<file path="config.mk">
export PLATFORM = sky130hd
export DESIGN_NAME = fixed_mac_seq
export DESIGN_NICKNAME = d
export VERILOG_FILES = /design/src/rtl/arith_pkg.sv /design/src/rtl/fixed_adder.sv /design/src/rtl/fixed_multi.sv /design/src/rtl/fixed_mac_seq.sv
export SDC_FILE = /design/constraint.sdc
export NUM_CORES = 1
export LEC_CHECK = 0
export CORE_MARGIN = 1.5
export CORE_UTILIZATION = 35
export DETAILED_ROUTE_END_ITERATION = 10
export PLACE_DENSITY = 0.49
export SETUP_SLACK_MARGIN = 0.5
export SYNTH_ARGS = -nofsm -noshare
export SYNTH_HDL_FRONTEND = slang
export SYNTH_SLANG_ARGS = --single-unit
export TNS_END_PERCENT = 100
</file>
<file path="constraint.sdc">
create_clock -name clk -period 19.9 [get_ports clk]
set_clock_uncertainty 0.2 [all_clocks]
set_input_delay 2.985 -clock clk [delete_from_list [all_inputs] [get_ports clk]]
set_output_delay 2.985 -clock clk [all_outputs]
set_load 0.005 [all_outputs]
</file>
<file path="src/rtl/arith_pkg.sv">
// Shared types and constants for the 8.8 fixed-point arithmetic blocks.
package arith_pkg;

    localparam int FIX_W = 16;
    localparam logic [FIX_W-1:0] FIX_ONE = 16'h0100;

    typedef enum logic [1:0] {
        IDLE = 2'd0,
        RUN  = 2'd1,
        DONE = 2'd2
    } mac_state_t;

endpackage

</file>
<file path="src/rtl/fixed_adder.sv">
// Combinational 16-bit unsigned 8.8 adder; the sum wraps and c reports the carry out.
module fixed_adder
    import arith_pkg::*;
(
    input  logic [FIX_W-1:0] a,
    input  logic [FIX_W-1:0] b,
    output logic [FIX_W-1:0] sum,
    output logic             c
);

    assign {c, sum} = {1'b0, a} + {1'b0, b};

endmodule

</file>
<file path="src/rtl/fixed_multi.sv">
// Combinational 8.8 x 8.8 unsigned multiplier built from shift-add partials,
// each partial truncated to 8.8 before summation; ovf flags integer bits lost above 16.
module fixed_multi
    import arith_pkg::*;
(
    input  logic [FIX_W-1:0] a,
    input  logic [FIX_W-1:0] b,
    output logic [FIX_W-1:0] p,
    output logic             ovf
);

    logic [31:0] sum;
    logic [31:0] part;

    // Sum of per-bit partials of b, each aligned back to 8.8 and truncated.
    always_comb begin
        sum  = 32'd0;
        part = 32'd0;
        for (int i = 0; i < FIX_W; i++) begin
            part = ({16'd0, a} << i) >> 4'd8;
            if (b[i]) begin
                sum = sum + part;
            end else begin
                sum = sum;
            end
        end
        p   = sum[15:0];
        ovf = |sum[31:16];
    end

endmodule

</file>
<file path="src/rtl/fixed_mac_seq.sv">
// Multiply-accumulate sequencer: streams len operand pairs through a registered
// product stage into a wrapping 8.8 accumulator and hands back the sum and a sticky overflow.
module fixed_mac_seq
    import arith_pkg::*;
#(
    parameter int LEN_W = 8
) (
    input  logic             clk,
    input  logic             rst,
    input  logic             start,
    input  logic [LEN_W-1:0] len,
    output logic             busy,
    input  logic             in_valid,
    output logic             in_ready,
    input  logic [FIX_W-1:0] a,
    input  logic [FIX_W-1:0] b,
    output logic             out_valid,
    input  logic             out_ready,
    output logic [FIX_W-1:0] acc,
    output logic             ovf
);

    localparam logic [LEN_W-1:0] CNT_ZERO = {LEN_W{1'b0}};
    localparam logic [LEN_W-1:0] CNT_ONE  = LEN_W'(1);

    mac_state_t       state;
    logic [LEN_W-1:0] job_len;
    logic [LEN_W-1:0] accept_cnt;
    logic [LEN_W-1:0] accum_cnt;
    logic [FIX_W-1:0] p;
    logic             p_ovf;
    logic             p_vld;

    logic [FIX_W-1:0] mul_p;
    logic             mul_ovf;
    logic [FIX_W-1:0] add_sum;
    logic             add_c;
    logic             accept;

    fixed_multi u_mul (
        .a   (a),
        .b   (b),
        .p   (mul_p),
        .ovf (mul_ovf)
    );

    fixed_adder u_add (
        .a   (acc),
        .b   (p),
        .sum (add_sum),
        .c   (add_c)
    );

    // Status outputs decode straight from registered state; in_ready also looks at the accept count.
    assign busy      = (state != IDLE);
    assign out_valid = (state == DONE);
    assign in_ready  = (state == RUN) && (accept_cnt < job_len);
    assign accept    = in_valid && in_ready;

    // FSM, counters, product stage and accumulator.
    always_ff @(posedge clk) begin
        if (rst) begin
            state      <= IDLE;
            job_len    <= CNT_ZERO;
            accept_cnt <= CNT_ZERO;
            accum_cnt  <= CNT_ZERO;
            p          <= 16'h0000;
            p_ovf      <= 1'b0;
            p_vld      <= 1'b0;
            acc        <= 16'h0000;
            ovf        <= 1'b0;
        end else begin
            case (state)
                IDLE: begin
                    p_vld <= 1'b0;
                    if (start) begin
                        job_len    <= len;
                        accept_cnt <= CNT_ZERO;
                        accum_cnt  <= CNT_ZERO;
                        acc        <= 16'h0000;
                        ovf        <= 1'b0;
                        state      <= (len == CNT_ZERO) ? DONE : RUN;
                    end
                end
                RUN: begin
                    p_vld <= accept;
                    if (accept) begin
                        p          <= mul_p;
                        p_ovf      <= mul_ovf;
                        accept_cnt <= accept_cnt + CNT_ONE;
                    end
                    // Accumulate one cycle behind the product register; the last add ends the job.
                    if (p_vld) begin
                        acc       <= add_sum;
                        ovf       <= ovf | p_ovf | add_c;
                        accum_cnt <= accum_cnt + CNT_ONE;
                        if ((accum_cnt + CNT_ONE) == job_len) begin
                            state <= DONE;
                        end
                    end
                end
                DONE: begin
                    p_vld <= 1'b0;
                    if (out_ready) begin
                        state <= IDLE;
                    end
                end
                default: begin
                    state <= IDLE;
                    p_vld <= 1'b0;
                end
            endcase
        end
    end

endmodule

</file>
==> metrics.csv <==
stage,metric,value,unit
synthesis,synth.largest_area_cell,ha_1,
synthesis,synthTopCellsByCount,"nor2_1, ha_1, nand2_1",
timing,finalWorstSetupSlack,-0.558,ns
flow_run,maxCapViolCount,0,
clock_tree,numCtsBuffers,9,
synthesis,synth_cell_types,82,
synthesis,syn_inst,2190,
timing,slew_headroom,39.8,%
place,gp_congestion,0.900,
setup_path,end_kind,register,
setup_path,cp_max_fo,4,
drt,vias_per_cell,5.47,
place,dpl_cell_area,22500,µm²
setup_path,critPathMaxStageDelay,0.43,ns
synthesis,synthFlopType,dfxtp_1,
timing,hold_violations,0,
setup_path,cpMaxStageDelayCell,fa_2,
global_route,met3_usage,2.14,%
setup_path,start_kind,input pin,
finish,final_cells,3575,
timing,slew_viol_final,0,
drt,drt_drc_violations_left,0,
drt,num_vias,19538,
synthesis,synthesis.nets,2488,
timing,max_freq,0.0489,GHz
synthesis,synth_edf_count,0,
timing,rsz0062_at_grt,yes,
global_route,grt.busiest_layer,met2,
min_path,min_path_type,register to register,
clock_tree,clk_latency,0.33,ns
global_route,use_met2,43.5,%
place,place_inst,3457,
timing,fin_crit_sh,103,%
setup_path,crit_top_cell,ha_4,
setup_path,cp.required,19.91,ns
clock_tree,cts.sinks,61,
timing,worstMarginPinSlew,0.904,ns
finish,nNetsFinal,3276,
finish,drive_above_1_share,39.8,%
clock_tree,cts_max_path_buffers,2,
synthesis,syn_area,15600,µm²
global_route,grt_antenna_before_repair,1,
synthesis,synth_top_area_share,19.0,%
setup_path,path_class,input pin to register,
floorplanning,core_area,44100,µm²
global_route,grtUsageTotal,25.8,%
drt,drtIter0Drc,1107,
floorplanning,ios,65,
setup_path,cp.arrival,20.47,ns
finish,finalInstanceArea,25300,µm²
global_route,grt_pass1_vias,18790,
synthesis,ys_ff_latch,61,
finish,diodes,0,
global_route,grt_max_degree,52,
status,violations,negative setup slack,
drt,finalWirelength,63400,µm
floorplanning,die_w,214,µm
floorplanning,initial_utilization,35.4,%
floorplanning,rows,77,
clock_tree,hold_buffers,0,
drt,dr.pass1.iters,6,
drt,detail-route-antenna-nets,0,
global_route,grt_pass1_wl,97300,µm
timing,setup_viol,1,
finish,syn2layout_area_growth,62.2,%
floorplanning,die_h,214,µm
global_route,grt-ovfl-total,0,
synthesis,synth-seq-area-share,7.82,%
place,portBuffers,64,
clock_tree,clockRootBuffer,clkbuf_16,
drt,wire_per_inst,17.7,µm
synthesis,synth_most_common_cell,nor2_1,
place,pre_cts_ws,-1.68,ns
place,dp_hpwl,49400,µm
finish,fin_util,57.4,%
floorplanning,dieArea,45900,µm²
synthesis,ys_async_sr_fraction,0,%
synthesis,synth-warning-count,0,
timing,layout_min_cycle_time,20.46,ns
synthesis,avgSynthCellArea,7.13,µm²
status,status,"complete, but fails checks",
clock_tree,path_clk_slew,0.06,ns
clock_tree,cts_tree,yes,
clock_tree,htreeDepth,3,
global_route,grt_util_met1,35.2,%
synthesis,synth_area_leaders,"ha_1, dfxtp_1, nor2_1",
## stage by stage
step,hold WS (ns),setup TNS (ns)
global placement,0.247,-4.73
floorplan,0.236,0
finish,0.266,-0.558
CTS,0.266,-1.47
detailed placement,0.255,-5.62
global route,0.297,-3.12
## per-layer routing
| metal | part of all wire (%) | vias up |
|---|---|---|
| met4 | 3.0 | 2 |
| met5 | 0.030 | - |
| met1 | 48 | 9331 |
| li1 | - | 9737 |
| met2 | 46 | 384 |
| met3 | 3.7 | 84 |
## state kept, by name, indices dropped and copies added (netlist names)
name        count
acc            16
accept_cnt      8
accum_cnt       8
job_len         8
ovf             1
p              16
p_ovf           1
p_vld           1
state           2
## cells in the final DEF, fill, tap and decap left out, drive strengths merged, types with 16 or more instances in the layout
master         instances
a211oi                41
a21o                  60
a21oi                177
a22oi                 22
a31oi                 31
and2                  22
and3                  17
buf                  783
clkdlybuf4s50         57
dfxtp                 61
fa                    16
ha                   237
inv                  120
mux2                  37
mux2i                 20
nand2                186
nand2b                35
nand3                 42
nor2                 241
nor2b                 28
nor3                  65
o211ai                25
o21a                  52
o21ai                149
o21bai                22
o31ai                 20
or3                   23
xnor2                 94
xor2                  59
## final timing paths
check                   from            end  slack (ns)  depth (start not counted)
setup / recovery        b[0]          p_ovf       -0.56                         91
setup reg to reg  job_len[1]  accept_cnt[7]       16.39                         12
hold reg to reg         p[0]           p[0]        0.27                          2
hold / removal          p[0]           p[0]        0.27                          2
## critical path, delay by kind of cell
family / cells / cell delay (ns)
mux: 3 / 0.93
compound gates: 35 / 6.14
buf+inv: 8 / 0.91
xor+xnor: 6 / 0.90
simple gates: 23 / 4.38
fa+ha+maj: 16 / 4.18
## what timing repair did
item / in CTS / in global routing
resized for setup: 87 / 296
buffers inserted: 35 / 67
pin swaps: 49 / 171
endpoints found under the setup margin: 9 / 9
## cells by family (layout without fill, tap and decap cells)
logic type / Yosys count / count (layout) / synth area share (%)
compound gates: 753 / 753 / 32.2
mux: 57 / 57 / 4.03
xor+xnor: 153 / 153 / 8.58
fa+ha+maj: 253 / 253 / 21.0
buf+inv: 184 / 977 / 4.45
flops: 61 / 61 / 7.82
simple gates: 729 / 729 / 21.9
## area by class of cell
type	instances	area, µm²
inverter	118	450
timing repair buffer	843	6600
fill	4156	18800
tap	592	741
clock buffer	9	225
clock inverter	7	55.1
multi-input combinational	1945	16000
sequential	61	1220
Power is left out: the tool's default activity adds up to more than one toggle a clock period on the data nets, which glitch-free logic cannot reach.
